## src/rtl/tcu_drain_pkg.sv

```systemverilog
// rtl/tcu_drain_pkg.sv - shared types and FEDP latency helper for the tensor-core drain
package tcu_drain_pkg;

    localparam int XLEN = 32;
    localparam int TAGW = 8;

    typedef logic [TAGW-1:0] tag_t;

    typedef struct packed {
        logic [XLEN-1:0] data;
        tag_t            tag;
    } entry_t;

    // Input stage, multiply, adder tree over 2N products, then normalise/round.
    function automatic int fedp_latency(input int n);
        return 3 + 1 + 3 * $clog2(2 * n) + 3;
    endfunction

endpackage

```

## src/rtl/tcu_fedp_drain_if.sv

```systemverilog
// rtl/tcu_fedp_drain_if.sv - issue and writeback handshakes of the FEDP drain
interface tcu_fedp_drain_if;
    import tcu_drain_pkg::*;

    logic            in_valid;
    logic            in_ready;
    tag_t            in_tag;
    logic            out_valid;
    logic            out_ready;
    logic [XLEN-1:0] out_data;
    tag_t            out_tag;

    modport master (
        output in_valid, in_tag, out_ready,
        input  in_ready, out_valid, out_data, out_tag
    );

    modport slave (
        input  in_valid, in_tag, out_ready,
        output in_ready, out_valid, out_data, out_tag
    );

endinterface

```

## src/rtl/tcu_drain_fifo.sv

```systemverilog
// rtl/tcu_drain_fifo.sv - first-word-fall-through result FIFO for the FEDP drain
module tcu_drain_fifo
    import tcu_drain_pkg::*;
#(
    parameter int DEPTH = 18
) (
    input  logic                         clk,
    input  logic                         reset,
    input  logic                         push,
    input  entry_t                       push_entry,
    input  logic                         pop,
    output entry_t                       head,
    output logic                         empty,
    output logic [$clog2(DEPTH+1)-1:0]   count
);

    localparam int AW = (DEPTH > 1) ? $clog2(DEPTH) : 1;
    localparam int CW = $clog2(DEPTH + 1);

    entry_t        mem [DEPTH];
    logic [AW-1:0] rd_ptr;
    logic [AW-1:0] wr_ptr;
    logic          full;

    function automatic logic [AW-1:0] next_ptr(input logic [AW-1:0] p);
        return (p == AW'(DEPTH - 1)) ? '0 : p + 1'b1;
    endfunction

    always_ff @(posedge clk) begin
        if (!reset) begin
            rd_ptr <= '0;
            wr_ptr <= '0;
            count  <= '0;
        end else begin
            if (push) wr_ptr <= next_ptr(wr_ptr);
            if (pop)  rd_ptr <= next_ptr(rd_ptr);
            count <= count + CW'(push) - CW'(pop);
        end
    end

    // Storage carries no reset; the empty flag masks stale contents.
    always_ff @(posedge clk) begin
        if (push) mem[wr_ptr] <= push_entry;
    end

    assign empty = (count == '0);
    assign full  = (count == CW'(DEPTH));
    assign head  = empty ? '0 : mem[rd_ptr];

    a_push_full: assert property (@(posedge clk) disable iff (!reset) !(push && full))
        else $error("result fifo pushed while full");
    a_pop_empty: assert property (@(posedge clk) disable iff (!reset) !(pop && empty))
        else $error("result fifo popped while empty");

endmodule

```

## src/rtl/tcu_fedp_drain.sv

```systemverilog
// rtl/tcu_fedp_drain.sv - credit-gated FEDP issue, tag delay line and result FIFO (perf: TCU_DRAIN_PERF_EN)
module tcu_fedp_drain
    import tcu_drain_pkg::*;
#(
    parameter int LATENCY = 16,
    parameter int DEPTH   = 18
`ifdef TCU_DRAIN_PERF_EN
    ,
    parameter int PERF_W  = 32
`endif
) (
    input  logic               clk,
    input  logic               reset,
    tcu_fedp_drain_if.slave    io,
    output logic               fedp_enable,
    input  logic [XLEN-1:0]    fedp_d_val,
    output logic               idle
`ifdef TCU_DRAIN_PERF_EN
    ,
    output logic [PERF_W-1:0]  perf_issue_stalls,
    output logic [PERF_W-1:0]  perf_out_stalls
`endif
);

    localparam int UW = $clog2(DEPTH + 1);

    logic               fire;
    logic               pop;
    logic               push;
    logic [UW-1:0]      used;
    logic [UW-1:0]      fifo_count;
    logic               fifo_empty;
    entry_t             head;
    entry_t             push_entry;
    logic [LATENCY-1:0] dl_valid;
    tag_t               dl_tag [LATENCY];

    // Admission depends only on the registered credit count, never on out_ready.
    assign io.in_ready = (used < UW'(DEPTH)) & reset;
    assign fedp_enable = reset;
    assign fire        = io.in_valid & io.in_ready;
    assign pop         = io.out_valid & io.out_ready;
    assign push        = dl_valid[LATENCY-1];
    assign push_entry  = '{data: fedp_d_val, tag: dl_tag[LATENCY-1]};
    assign idle        = (used == '0);

    always_ff @(posedge clk) begin
        if (!reset) begin
            dl_valid <= '0;
        end else begin
            dl_valid <= {dl_valid[LATENCY-2:0], fire};
        end
    end

    always_ff @(posedge clk) begin
        dl_tag[0] <= io.in_tag;
        for (int i = 1; i < LATENCY; i++) begin
            dl_tag[i] <= dl_tag[i-1];
        end
    end

    // A push only moves a credit from the delay line into the FIFO.
    always_ff @(posedge clk) begin
        if (!reset) begin
            used <= '0;
        end else begin
            used <= used + UW'(fire) - UW'(pop);
        end
    end

    tcu_drain_fifo #(.DEPTH(DEPTH)) u_fifo (
        .clk        (clk),
        .reset      (reset),
        .push       (push),
        .push_entry (push_entry),
        .pop        (pop),
        .head       (head),
        .empty      (fifo_empty),
        .count      (fifo_count)
    );

    assign io.out_valid = !fifo_empty;
    assign io.out_data  = head.data;
    assign io.out_tag   = head.tag;

    a_used_range: assert property (@(posedge clk) disable iff (!reset) used <= UW'(DEPTH))
        else $error("credit count exceeds fifo depth");
    a_fifo_le_used: assert property (@(posedge clk) disable iff (!reset) fifo_count <= used)
        else $error("fifo holds more entries than outstanding credits");

`ifdef TCU_DRAIN_PERF_EN
    always_ff @(posedge clk) begin
        if (!reset) begin
            perf_issue_stalls <= '0;
            perf_out_stalls   <= '0;
        end else begin
            if (io.in_valid & !io.in_ready)   perf_issue_stalls <= perf_issue_stalls + 1'b1;
            if (io.out_valid & !io.out_ready) perf_out_stalls   <= perf_out_stalls + 1'b1;
        end
    end
`endif

endmodule

```

## src/flat_wrapper.sv

```systemverilog
// flat-port wrapper written by rule: the top's interface ports become plain ports
module tcu_fedp_drain_flat import tcu_drain_pkg::*;
#(
    parameter int LATENCY = 16,
    parameter int DEPTH   = 18

)
  (clk, reset, fedp_enable, fedp_d_val, idle, io_in_valid, io_in_tag, io_out_ready, io_in_ready, io_out_valid, io_out_data, io_out_tag);
  tcu_fedp_drain_if io_i ();
  input  logic clk;
  input  logic reset;
  output logic fedp_enable;
  input  logic [XLEN-1:0] fedp_d_val;
  output logic idle;
  input wire logic [$bits(io_i.in_valid)-1:0] io_in_valid;
  input wire logic [$bits(io_i.in_tag)-1:0] io_in_tag;
  input wire logic [$bits(io_i.out_ready)-1:0] io_out_ready;
  output wire logic [$bits(io_i.in_ready)-1:0] io_in_ready;
  output wire logic [$bits(io_i.out_valid)-1:0] io_out_valid;
  output wire logic [$bits(io_i.out_data)-1:0] io_out_data;
  output wire logic [$bits(io_i.out_tag)-1:0] io_out_tag;
  assign io_i.in_valid = io_in_valid;
  assign io_i.in_tag = io_in_tag;
  assign io_i.out_ready = io_out_ready;
  assign io_in_ready = io_i.in_ready;
  assign io_out_valid = io_i.out_valid;
  assign io_out_data = io_i.out_data;
  assign io_out_tag = io_i.out_tag;
  tcu_fedp_drain #(.LATENCY(LATENCY), .DEPTH(DEPTH)) u_core (.clk(clk), .reset(reset), .io(io_i), .fedp_enable(fedp_enable), .fedp_d_val(fedp_d_val), .idle(idle));
endmodule
```

## config.mk

```make
export PLATFORM = sky130hd
export DESIGN_NAME = tcu_fedp_drain_flat
export DESIGN_NICKNAME = d
export VERILOG_FILES = /design/src/rtl/tcu_drain_pkg.sv /design/src/rtl/tcu_fedp_drain_if.sv /design/src/rtl/tcu_drain_fifo.sv /design/src/rtl/tcu_fedp_drain.sv /design/src/flat_wrapper.sv
export SDC_FILE = /design/constraint.sdc
export NUM_CORES = 1
export LEC_CHECK = 0
export ABC_AREA = 1
export BUFFER_PORTS_ARGS = -buffer_cell sky130_fd_sc_hd__buf_4
export CAP_MARGIN = 0
export CELL_PAD_IN_SITES_DETAIL_PLACEMENT = 1
export CELL_PAD_IN_SITES_GLOBAL_PLACEMENT = 2
export CORE_MARGIN = 2
export CORE_UTILIZATION = 44
export CTS_BUF_LIST = sky130_fd_sc_hd__clkbuf_4 sky130_fd_sc_hd__clkbuf_8
export DETAILED_ROUTE_END_ITERATION = 6
export GPL_ROUTABILITY_DRIVEN = 0
export PLACE_DENSITY_LB_ADDON = 0.12
export RECOVER_POWER = 50
export SKIP_CTS_REPAIR_TIMING = 1
export SLEW_MARGIN = 40
export SYNTH_ARGS = -nofsm -noshare
export SYNTH_HDL_FRONTEND = slang
export SYNTH_SLANG_ARGS = --single-unit
```

## constraint.sdc

```tcl
create_clock -name clk -period 7.5 [get_ports clk]
set_clock_uncertainty 0.1 [all_clocks]
set_input_delay 1.5 -clock clk [delete_from_list [all_inputs] [get_ports clk]]
set_output_delay 1.5 -clock clk [all_outputs]
set_load 0.005 [all_outputs]
```

Yosys cells after proc, flatten, opt, wreduce, memory -nomap -nowiden. Memories as Yosys holds them, arrays and structs flattened. A register that Yosys moved wholly into a read port is not among the register bits. Index checks and enable logic that the tools add are counted.

Flip-flop bits (word level): 36. Memory bits (writable): 848. Input bits: 44. Output and inout bits: 44. Word-level logic and storage cells: 29. Memories kept: 2.

Memories: u_core.u_fifo.mem (depth 18, width 40, rd ports 1, clocked after memory_dff 1, wr ports 1, RTL line tcu_drain_fifo.sv:20) `entry_t mem [DEPTH];`; u_core.dl_tag (depth 16, width 8, rd ports 16, clocked after memory_dff 0, wr ports 16, RTL line tcu_fedp_drain.sv:36) `tag_t dl_tag [LATENCY];`.

$add $sub $neg: 6. Magnitude comparators: 1. Equal/unequal tests: 2. Mux-type cells: 7. Bitwise gates (word level): 3. Reduce and logical (&&, ||, !) cells: 3.

Operators by type and width (count): 40-bit two-way mux (1); 5-bit two-way mux (4); 5-bit by 1-bit adder with 5-bit output (2); 5-bit by 1-bit adder with 5-bit output (second input constant) (2); 5-bit == test (second input constant) (2); 5-bit logical NOT (2); 5-bit by 1-bit subtractor with 5-bit output (2); 5-bit less-than comparator (second input constant) (1); 1-bit AND (3); 1-bit two-way mux (2); 1-bit logical NOT (1).

Logic depth before layout (Yosys ltp).
Depth in word-level cells: 5. Mapped depth: 14. Depth with buffers taken out: 13.

Modules after synthesis. Synthesis repeated with hierarchy kept, for this count alone.

Cells, all modules: 3166. Area total of the unflattened synthesis: 34770.8 µm².

Modules (own cells, without submodules): tcu_drain_fifo (instances 1, cells each 2930, area each 31338.8 µm², sequential area each 22021.1 µm²); tcu_fedp_drain (instances 1, cells each 236, area each 3432.0 µm², sequential area each 2982.9 µm²).

Worst setup path before layout. Ideal clock, no wire load.

Kind: register to register. From: register u_core.dl_valid[15]. To: memory u_core.u_fifo.mem[16][0] in the netlist's numbering (enable). Library setup time: 537 ps. Arrival time: 4539 ps. Required time: 6863 ps. Setup slack: 2323 ps. Cell stages (with the launch flop): 4. Path buffers: 1. Clock period less this slack: 5177 ps. Cells stage by stage: dfxtp_1 -> clkbuf_1 -> nand2_1 -> nor4_1.

Longest elaborated chain between the ends: 2.

Ends and longest elaborated chain: from (decl) (RTL line tcu_fedp_drain.sv:35) `logic [LATENCY-1:0] dl_valid;`; from (signal assigned) (RTL line tcu_fedp_drain.sv:51) `dl_valid <= {dl_valid[LATENCY-2:0], fire};`; 1-bit two-way mux (RTL line tcu_drain_fifo.sv:43) `if (push) mem[wr_ptr] <= push_entry;`; 1-bit two-way mux (implied by the code) (RTL line tcu_drain_fifo.sv:43); to (decl) (RTL line tcu_drain_fifo.sv:20).

No other way between the ends.

==> results.ini <==
[finish]
fin_nets = 3354
syn2layout_area_growth_pct = 13.8
final_cells = 4453
drive_gt1_share_pct = 11.1

[clock_network]
htree_levels = 4
cts_sinks = 889
clock_latency_ns = 0.81
cts_buffers = 152
clk_pin_slew_ns = 0.06
ctsLongestPathBuffers = 3
cts-root-buf = clkbuf_8
cts_tree = done

[timing]
drv_slew = 0
post-route-period-util_pct = 73.1
final.setup.tns_ns = 0
max_slew_margin_pct = 34.9
maxClockFrequency_mhz = 182
rsz0062_at_grt = false
hold_viol = 0
worst_pin_slew_ns = 0.977
setup_violations = 0
layout_min_cycle_time_ns = 5.49

[routing]
drcViolationCount = 0
vias = 22900
drtIter0Drc = 1600
ant_nets = 0
routedWlPerCell_um = 21.6
drt-total-wl_um = 96100
dr.pass1.iters = 5
vias_per_cell = 5.14

[power_and_ir_drop]
cellPowerDensity_mw_per_mm2 = 310
totalPowerFinal_mw = 12.2
leakage_nw = 16.4
ir_drop_mv = 0.201

[global_routing]
grt_antenna_before_repair = 2
grt_max_degree = 233
grt_pass1_vias = 24300
grt.overflow.total = 0
grt_usage_pct = 23.9
grt_first_pass_wirelength_um = 146000

[setup_path]
startpoint_type = register
worstPathRequired_ns = 5.90
critPathCaptureType = output port
path_max_fanout = 118
r2r_start = u_core.u_fifo.count[2]
path_class = register to output port
arrival_ns = 3.89

[synthesis]
syn-num-nets = 3231
yosys_warnings = 0
yosysUniqueCellTypes = 25
netlist_area_mm2 = 0.0347
syn_inst = 3165
synth.yosys.seq_area_share_pct = 72.0
syn_area_per_cell_um2 = 11.0
ys_ff_latch = 889

[worst_hold_path]
holdCritPathClass = register to register
min_from = u_core.dl_tag[1][11]

[floorplanning]
start_util_pct = 44.2
dieArea_mm2 = 0.0812
fp.dieW_um = 285
io_pins = 88
fp-row-count = 103
die_h_um = 285
coreArea_mm2 = 0.0786

[placement]
place_inst = 4184
portBuffers = 87
dpl.hpwl_um = 47600

[flow_run]
drv_cap = 0

[outcome]
outcome = finished, final reports clean

-- cell usage in the layout (no fill, tap or decap), types with 4 or more instances in the layout --
cell / instances
clkbuf_1: 32
clkbuf_8: 168
edfxtp_1: 720
clkinv_8: 7
buf_6: 11
nand2_1: 1077
ha_1: 20
clkinv_2: 13
o21ai_0: 8
clkinv_1: 15
buf_4: 70
nor2_4: 17
nand3_1: 447
inv_1: 406
clkbuf_4: 66
a21oi_1: 97
inv_6: 4
dfxtp_1: 165
nor3_1: 9
nor2_1: 16
buf_12: 4
-- worst max-delay path, stage by stage (launching register included) --
cell	delay, ns
dfxtp_4	0.67
buf_6	0.58
buf_12	0.37
buf_16	0.44
nand2_1	0.13
nand3_1	0.10
nand3_1	0.08
nand3_1	0.12
nand3_1	0.15
nand2_1	0.14
inv_1	0.05
buf_4	0.12
-- final timing paths --
path                               end  slack [ns]  depth (start not counted)
setup / recovery       io_out_data[19]        2.01                         11
hold reg to reg   u_core.dl_tag[1][19]        0.22                          0
hold / removal    u_core.dl_tag[1][19]        0.22                          0
setup reg to reg        u_core.used[4]        4.57                         13
-- synth_stat cells, drive strengths merged --
cell    instances  share of area (%)
a211oi          1              0.022
a21oi          97                1.4
buf           125                2.0
clkbuf         34               0.37
dfxtp         169                9.7
edfxtp        720                 62
fa              2               0.12
ha             20               0.72
inv           412                4.5
nand2        1077                 12
nand3         447                6.4
nand4           1              0.018
nor2           33               0.36
nor3            9               0.13
nor3b           2              0.043
nor4            1              0.018
o21ai           8               0.12
o21bai          2              0.043
xnor2           2              0.050
xor2            3              0.076
-- metrics by stage --
stage	setup WS [ns]	utilization, %	hold WS (ns)	instance area [µm²]
2_1_floorplan	2.32	-	0.210	34700
3_3_place_gp	2.68	46.2	0.210	36300
3_5_place_dp	2.73	46.4	0.213	36500
4_1_cts	1.83	50.4	0.220	39600
5_1_grt	1.64	50.2	0.223	39500
6_report	2.01	50.2	0.218	39500
-- flip-flops by register name, indices dropped and copies added, names as in the netlist, named ones only --
signal / count
u_core.u_fifo.mem: 720
u_core.dl_tag: 128
u_core.dl_valid: 16
u_core.u_fifo.count: 5
u_core.u_fifo.rd_ptr: 5
u_core.u_fifo.wr_ptr: 5
u_core.used: 5
-- routing by layer --
layer	vias to the layer above	wire length [µm]	track usage (%)
li1	10600	-	-
met1	11600	43600	32.3
met2	507	46100	39.6
met3	164	4090	3.64
met4	0	2390	8.25
met5	-	0	0
-- where the power goes --
group	leakage [nW]	internal [mW]	total (mW)	switching [mW]
Clock	1.65	2.46	4.45	1.99
Sequential	7.89	5.40	5.48	0.0846
Combinational	6.90	0.753	2.30	1.55
Total	16.4	8.62	12.2	3.62
-- cells by family after synthesis --
| kind of cell | after synthesis | synth area share [%] |
|---|---|---|
| buf+inv | 571 | 6.81 |
| compound gates | 108 | 1.58 |
| xor+xnor | 5 | 0.126 |
| fa+ha+maj | 22 | 0.836 |
| simple gates | 1570 | 18.6 |
| flops | 889 | 72.0 |
-- layout make-up --
type                    instances  area (µm²)
diodes                          2        5.00
clock buffers                 226        2750
clock inverters                41         370
fillers                      8424       39100
inverters                     412        1590
multi-input cells            1705        7490
flip-flops and latches        889       25000
well taps                    1050        1310
repair buffers                128         967
No activity file was read; power rests on OpenSTA's default activity.
